===== src/rtl/mcp_adc_scan_leader.sv =====
// mcp_adc_scan_leader: SPI leader for MCP300x/MCP320x-class SAR ADCs.
// Scans the channels set in ch_mask in round-robin order, one conversion
// frame per enabled channel. Each result is returned MSB-first assembled and
// tagged with its channel, with a one-cycle valid strobe.
//
// Optional build macro: MCP_PSEUDO_DIFF_EN
//   defined   : adds input diff_mode; when 1 at frame start, the SGL/DIFF
//               bit is driven 0 (pseudo-differential pair select).
//   undefined : single-ended conversions only.
//
// Ports:
//   CLKsample    in   SPI/sample clock, all logic on rising edge
//   RESET        in   asynchronous active-low reset
//   enable       in   1 = scanning permitted
//   ch_mask      in   [NUM_CH]   channel enable mask
//   diff_mode    in   pseudo-differential select (MCP_PSEUDO_DIFF_EN only)
//   Dout         in   ADC serial data out
//   CS           out  ADC chip select, active low
//   Din          out  ADC serial config in
//   Sample_word  out  [RES_BITS] last completed conversion
//   Sample_ch    out  [CH_BITS]  channel of Sample_word
//   Sample_valid out  one-cycle pulse when Sample_word/Sample_ch update
//   busy         out  1 while CS is low
module mcp_adc_scan_leader #(
    parameter int unsigned RES_BITS = 10,
    parameter int unsigned NUM_CH   = 2,
    parameter int unsigned CH_BITS  = 1,
    parameter int unsigned CS_IDLE  = 2
) (
    input  logic                CLKsample,
    input  logic                RESET,
    input  logic                enable,
    input  logic [NUM_CH-1:0]   ch_mask,
`ifdef MCP_PSEUDO_DIFF_EN
    input  logic                diff_mode,
`endif
    input  logic                Dout,
    output logic                CS,
    output logic                Din,
    output logic [RES_BITS-1:0] Sample_word,
    output logic [CH_BITS-1:0]  Sample_ch,
    output logic                Sample_valid,
    output logic                busy
);

    localparam int unsigned CNT_W  = $clog2(RES_BITS + 1);
    localparam int unsigned IDLE_W = $clog2(CS_IDLE + 1);

    typedef enum logic [2:0] {
        ST_IDLE,
        ST_START,
        ST_SGL,
        ST_CHSEL,
        ST_MSBF,
        ST_NULL,
        ST_DATA,
        ST_DONE
    } state_t;

    state_t              state;
    logic [IDLE_W-1:0]   idle_cnt;
    logic [CH_BITS-1:0]  ptr;
    logic [CH_BITS-1:0]  sel;
    logic [CH_BITS-1:0]  chsel_sr;
    logic [CNT_W-1:0]    bit_cnt;
    logic [RES_BITS-1:0] shift_sr;
`ifdef MCP_PSEUDO_DIFF_EN
    logic                diff_sel;
`endif

    logic [NUM_CH-1:0]   rot_mask_c;
    logic [CH_BITS-1:0]  next_ch_c;
    logic                found_c;
    int unsigned         idx_c;
    logic                idle_done_c;

    // Idle counter saturates at CS_IDLE-1, so equality marks "idle time met".
    assign idle_done_c = (idle_cnt == IDLE_W'(CS_IDLE - 1));

    // First set mask bit at or after the pointer, wrapping past NUM_CH-1.
    always_comb begin
        rot_mask_c = NUM_CH'({ch_mask, ch_mask} >> ptr);
        found_c    = 1'b0;
        idx_c      = 0;
        for (int unsigned k = 0; k < NUM_CH; k++) begin
            if (!found_c && rot_mask_c[k]) begin
                found_c = 1'b1;
                idx_c   = 32'(ptr) + k;
            end
        end
        if (idx_c >= NUM_CH) begin
            idx_c = idx_c - NUM_CH;
        end
        next_ch_c = CH_BITS'(idx_c);
    end

    // Frame sequencer; Din/CS are set on entry to the state they belong to.
    always_ff @(posedge CLKsample or negedge RESET) begin
        if (!RESET) begin
            state        <= ST_IDLE;
            idle_cnt     <= '0;
            ptr          <= '0;
            sel          <= '0;
            chsel_sr     <= '0;
            bit_cnt      <= '0;
            shift_sr     <= '0;
            CS           <= 1'b1;
            Din          <= 1'b1;
            Sample_word  <= '0;
            Sample_ch    <= '0;
            Sample_valid <= 1'b0;
            busy         <= 1'b0;
`ifdef MCP_PSEUDO_DIFF_EN
            diff_sel     <= 1'b0;
`endif
        end else begin
            Sample_valid <= 1'b0;
            case (state)
                ST_IDLE: begin
                    if (idle_done_c && enable && (|ch_mask)) begin
                        state <= ST_START;
                        sel   <= next_ch_c;
                        CS    <= 1'b0;
                        busy  <= 1'b1;
                        Din   <= 1'b1;
`ifdef MCP_PSEUDO_DIFF_EN
                        diff_sel <= diff_mode;
`endif
                    end else if (!idle_done_c) begin
                        idle_cnt <= idle_cnt + IDLE_W'(1);
                    end
                end
                ST_START: begin
                    state <= ST_SGL;
`ifdef MCP_PSEUDO_DIFF_EN
                    Din   <= ~diff_sel;
`else
                    Din   <= 1'b1;
`endif
                end
                ST_SGL: begin
                    state    <= ST_CHSEL;
                    bit_cnt  <= '0;
                    Din      <= sel[CH_BITS-1];
                    chsel_sr <= sel << 1;
                end
                ST_CHSEL: begin
                    if (bit_cnt == CNT_W'(CH_BITS - 1)) begin
                        state <= ST_MSBF;
                        Din   <= 1'b1;
                    end else begin
                        bit_cnt  <= bit_cnt + CNT_W'(1);
                        Din      <= chsel_sr[CH_BITS-1];
                        chsel_sr <= chsel_sr << 1;
                    end
                end
                ST_MSBF: begin
                    state <= ST_NULL;
                    Din   <= 1'b1;
                end
                ST_NULL: begin
                    state   <= ST_DATA;
                    bit_cnt <= '0;
                    Din     <= 1'b1;
                end
                ST_DATA: begin
                    shift_sr <= RES_BITS'({shift_sr, Dout});
                    if (bit_cnt == CNT_W'(RES_BITS - 1)) begin
                        state        <= ST_DONE;
                        CS           <= 1'b1;
                        busy         <= 1'b0;
                        Sample_word  <= RES_BITS'({shift_sr, Dout});
                        Sample_ch    <= sel;
                        Sample_valid <= 1'b1;
                        idle_cnt     <= '0;
                        if (sel == CH_BITS'(NUM_CH - 1)) begin
                            ptr <= '0;
                        end else begin
                            ptr <= sel + CH_BITS'(1);
                        end
                    end else begin
                        bit_cnt <= bit_cnt + CNT_W'(1);
                    end
                end
                ST_DONE: begin
                    state <= ST_IDLE;
                end
                default: begin
                    state <= ST_IDLE;
                end
            endcase
        end
    end

endmodule


===== config.mk =====
export PLATFORM = sky130hd
export DESIGN_NAME = mcp_adc_scan_leader
export DESIGN_NICKNAME = d
export VERILOG_FILES = /design/src/rtl/mcp_adc_scan_leader.sv
export SDC_FILE = /design/constraint.sdc
export NUM_CORES = 1
export LEC_CHECK = 0
export BUFFER_PORTS_ARGS = -buffer_cell sky130_fd_sc_hd__buf_2
export CAP_MARGIN = 20
export CORE_ASPECT_RATIO = 0.9
export CORE_MARGIN = 4
export CORE_UTILIZATION = 63
export CTS_BUF_LIST = sky130_fd_sc_hd__clkbuf_8
export CTS_CLUSTER_SIZE = 12
export DETAILED_ROUTE_END_ITERATION = 12
export PLACE_DENSITY = 0.92
export REMOVE_ABC_BUFFERS = 1
export SETUP_SLACK_MARGIN = 0.15
export SLEW_MARGIN = 5
export SYNTH_ARGS = -nofsm -noshare
export SYNTH_HDL_FRONTEND = slang
export SYNTH_SLANG_ARGS = --single-unit

===== constraint.sdc =====
create_clock -name CLKsample -period 5.4 [get_ports CLKsample]
set_input_delay 0.81 -clock CLKsample [delete_from_list [all_inputs] [get_ports CLKsample]]
set_output_delay 0.81 -clock CLKsample [all_outputs]
set_load 0.02 [all_outputs]

# --- Yosys cells after proc, flatten, opt, wreduce, memory -nomap -nowiden ---
# Cells that the tools add are included.
totals:
  ff_bits: 36
  in_bits: 6
  output_inout_bits: 15
op_classes:
  add_sub_neg: 5
  order_cmp: 1
  n_eq_ne: 16
  shifts: 1
  mux: 28
  reduce_logical: 21
op_table:
  columns: ["cell", "count"]
  rows:
  - ["one-hot mux 3 bit (8 select lines)", 1]
  - ["!= test 2 bit, second input constant", 7]
  - ["equality test 3 bit, second input constant", 4]
  - ["2-to-1 mux 1 bit", 12]
  - ["one-hot mux 4 bit (3 select lines)", 1]
  - ["2-to-1 mux 3 bit", 3]
  - ["AND reduction 3 bit", 3]
  - ["2-to-1 mux 2 bit", 4]
  - ["2-to-1 mux 4 bit", 2]
  - ["AND reduction 2 bit", 4]
  - ["equality test 3 x 2 -> 1 bit, second input constant", 2]
  - ["one-hot mux 1 bit (2 select lines)", 3]
  - ["adder 4 x 1 -> 4 bit, second input constant", 1]
  - ["equality test 4 bit, second input constant", 1]
  - ["logical NOT 4 bit", 1]
  - ["one-hot mux 1 bit (4 select lines)", 1]
  - ["one-hot mux 2 bit (2 select lines)", 1]
  - ["AND reduction 4 bit", 1]
  - ["nonzero test 2 bit", 2]
  - ["nonzero test 4 bit", 1]
  - ["OR reduction 2 bit", 2]
  - [">> shifter 4 x 1 -> 2 bit", 1]
  - ["equality test 3 x 1 -> 1 bit, second input constant", 1]
  - ["logical AND 1 bit", 3]
  - ["10 further kinds", 10]

# --- Longest topological paths before layout ---
depth:
  ltp_word: 7
  mapped_depth: 7
  ltp_nobuf: 6

# --- Least setup slack after synthesis ---
# Ideal clock, no wire load.
synth_timing:
  path_kind: "reg-to-reg"
  startpoint: "reg bit_cnt[0]"
  endpoint: "reg bit_cnt[3]"
  setup_ps: 121
  t_arrival_ps: 1639
  path_slack_ps: 3640
  path_stages_with_launch: 7
  n_path_buf: 0
  synth_period_minus_slack_ps: 1760
  cell_sequence: "dfrtp_1 -> inv_1 -> ha_1 -> or3b_4 -> a311oi_4 -> nor3_1 -> a22o_1"
synth_between:
  elab_chain_len: 3
synth_lines:
  columns: ["element", "line", "source"]
  rows:
  - ["start: declaration", "65", "logic [CNT_W-1:0] bit_cnt;"]
  - ["start signal: assignment", "152", "bit_cnt <= bit_cnt + CNT_W'(1);"]
  - ["start signal: assignment", "182", "bit_cnt <= bit_cnt + CNT_W'(1);"]
  - ["adder 4 x 1 -> 4 bit, or another cell as far along", "152, 182", null]
  - ["2-to-1 mux 4 bit, or another cell as far along", "168", "if (bit_cnt == CNT_W'(RES_BITS - 1)) begin"]
  - ["one-hot mux 4 bit (3 select lines) / AND reduction 3 bit (equally long branches)", null, null]
# Parallel ways exist; a longest one is shown, timed or not. The select of a mux whose other input is x is not followed.
# A chain may end at the register's enable or synchronous reset.

# --- Worst setup path in the final report ---
layout_timing:
  startpoint: "reg state[1]"
  endpoint: "reg Sample_word[0]"
layout_between:
  elab_chain_len: 2
layout_lines:
  columns: ["element", "line", "source"]
  rows:
  - ["start: declaration", "60", "state_t state;"]
  - ["start signal: assignment", "100", "state <= ST_IDLE;"]
  - ["start signal: assignment", "121", "state <= ST_START;"]
  - ["start signal: assignment", "134", "state <= ST_SGL;"]
  - ["equality test 3 bit", "118", "case (state)"]
  - ["AND reduction 2 bit (no source line)", null, null]
  - ["end signal: assignment", "172", "Sample_word <= RES_BITS'({shift_sr, Dout});"]
  - ["end: declaration", "40", "output logic [RES_BITS-1:0] Sample_word,"]
# No other way between the ends.

==> flow_summary.yaml <==
synthesis:
  async_flop_share_pct: 100
  synth.area.top_cells: "dfrtp_1 53%, mux2_2 14%, dfstp_2 3.3%"
  yosysTopAreaCellShare_pct: 52.6
  netlist_top_cells_count: "33 x dfrtp_1, 20 x mux2_2, 9 x nor2_1, 6 x inv_1"
  seq_area_frac_synth_pct: 55.9
  synth_area_leader_cell: "dfrtp_1"
  synth-seq-cells: 35
  synth_cell_types: 33
  avgSynthCellArea_um2: 12.3
  synthCells: 128
  ys_warn_count: 0
  yosysMostFrequentCell: "dfrtp_1"
  synth_edf_count: 0
  syn-cell-area_mm2: 0.00157
  ys.flop_type: "dfrtp_1"
route:
  drt_pass1_iterations: 4
  drt-total-wl_um: 3110
  via_per_inst: 5.88
  vias: 1046
  wl_per_cell_um: 17.5
  ant_nets: 0
  drt_iter0_markers: 45
  drc_errors: 0
power_and_ir_drop:
  pwr-share-clk_pct: 19.8
  internal_power_mw: 0.636
  seqPwrFrac_pct: 44.2
  irDropWorstVdd_v: 0.000445
  leakage_nw: 0.884
  comb_power_share_pct: 36.0
  p_per_area_mw_per_mm2: 574
  switching_share_pct: 37.6
  p_sw_mw: 0.383
outcome:
  status: "finished clean"
setup_path:
  critPathLaunch: "state[1]"
  path_class: "flip-flop to flip-flop"
  critPathLaunchType: "flip-flop"
  reg2reg_from: "state[1]"
  end_kind: "flip-flop"
  worstPathRequired_ns: 5.58
  worstPathArrival_ns: 2.76
  crit_path_max_fanout: 15
timing:
  setup-tns-final_ns: 0
  slew_violations: 0
  rsz0062_at_grt: "no"
  fin_crit_sh_pct: 47.9
  max_freq_mhz: 387
  finalClockSkew_ns: 0.00586
  slew_headroom_pct: 50.0
  period_needed_ns: 2.59
  tightest_slew_ns: 0.751
  setup_viol: 0
  hold_viol_final: 0
grt:
  grt_start_max_net_pins: 36
  overflow: 0
  grt_pass1_vias: 1061
  grt_antenna_before_repair: 0
  track_usage_pct: 20.9
  grt_pass1_wl_um: 5180
layout:
  antenna_cells: 0
  areaGrowthSynthToFinish_pct: 13.1
  multi_input_area_um2: 634
  drive_gt1_share_pct: 35.8
  n_fill_cell: 132
  fin_nets: 160
  regArea_um2: 878
  instances_no_fill: 178
  final_cell_area_mm2: 0.00178
clocking:
  clockBufferDepth: 2
  clkLatencyLatePin_ns: 0.29
  postCtsSetupBuffers: 0
  cts_hold_buffers: 0
  root_buffer: "clkbuf_8"
  clk_pin_slew_ns: 0.07
  htreeDepth: 2
  numCtsBuffers: 5
  cts_tree: "done"
  cts_resized: 0
  numClockSinks: 35
floorplan:
  start_util_pct: 68.8
  rows: 16
  core_area_mm2: 0.00228
  die_w_um: 60.6
  ios: 21
  chipHeight_um: 55.4
  die_area_mm2: 0.00336
worst_hold_path:
  worstHoldPathType: "flip-flop to flip-flop"
  hold_start: "Din"
placement:
  post_dp_cell_area_mm2: 0.00168
  gp_congestion: 0.769
  dp_cells: 170
  hpwlAfterDp_um: 2210
  io_buffers: 20
job:
  cap_violations: 0
==> worst paths after layout <==
check / endpoint / slack (ns) / depth (start not counted)
max: Sample_word[0] / 2.81 / 4
max in group asynchronous: state[1] / 4.34 / 1
max reg2reg: Sample_word[0] / 2.81 / 4
min in group asynchronous: shift_sr[5] / 0.58 / 1
min: Din / 0.49 / 2
min reg2reg: Din / 0.49 / 2
==> layer usage <==
metal  share of wire (%)  global-route usage [%]  vias to the layer above
met5                   0                       0                        -
met4                0.87                    4.64                        0
met3                 4.9                    7.69                        3
met2                  51                    32.8                       27
met1                  43                    27.7                      522
li1                    -                       -                      494
==> worst max-delay path, stage by stage (launching register included) <==
cell	delay, ns
dfrtp_1	0.59
nand3b_1	0.50
nor2_1	0.70
buf_4	0.33
mux2_2	0.36
==> sequential cells by signal, indices dropped and copies added, names as in the netlist <==
name          cells
shift_sr          9
CS                1
Sample_ch         1
state             3
bit_cnt           4
sel               1
Sample_valid      1
Din               1
idle_cnt          2
busy              1
ptr               1
Sample_word      10
==> through the flow <==
| stage | hold slack, ns | worst slack [ns] | util (%) | total power [mW] |
|---|---|---|---|---|
| floorplan | 0.455 | 3.05 | - | 0.706 |
| global placement | 0.467 | 3.05 | 73.5 | 0.778 |
| detailed placement | 0.483 | 2.88 | 73.5 | 0.816 |
| CTS | 0.493 | 2.81 | 77.8 | 1.02 |
| global route | 0.518 | 2.71 | 77.8 | 1.09 |
| finish | 0.491 | 2.81 | 77.8 | 1.02 |
==> layout make-up <==
cell class	count	share of cell area, %
inverters	6	1.27
multi-input cells	81	35.7
clock inverters	2	0.916
well taps	27	1.90
clock buffers	6	4.65
repair buffers	21	6.06
flip-flops and latches	35	49.5
==> cells in the final DEF, fill, tap and decap left out, types with 3 or more instances in the layout <==
cell type | netlist | routed
a21oi_1 | 5 | 5
buf_2 | 4 | 20
clkbuf_8 | 0 | 6
dfrtp_1 | 33 | 33
ha_1 | 4 | 4
inv_1 | 6 | 6
mux2_2 | 20 | 20
nand2_1 | 5 | 5
nand3_1 | 3 | 3
nand3b_1 | 4 | 4
nor2_1 | 9 | 9
nor4_1 | 3 | 3
o21ai_0 | 5 | 5
==> logic make-up (layout without fill, tap and decap cells) <==
logic type | after synthesis | count (layout) | share of synthesized area, %
adders and majority gates | 4 | 4 | 3.19
and+or+nand+nor | 35 | 35 | 12.4
DFF | 35 | 35 | 55.9
muxes | 20 | 20 | 14.3
buffers and inverters | 12 | 35 | 3.67
AOI/OAI and AO/OA | 22 | 22 | 10.4
==> power groups by stage <==
stage,clock network [mW],logic (mW),registers [mW]
floorplan,0,0.257,0.449
global placement,0,0.339,0.438
detailed placement,0,0.365,0.452
CTS,0.205,0.367,0.449
global route,0.219,0.403,0.466
finish,0.201,0.367,0.451
(Power assumes the default switching activity.)
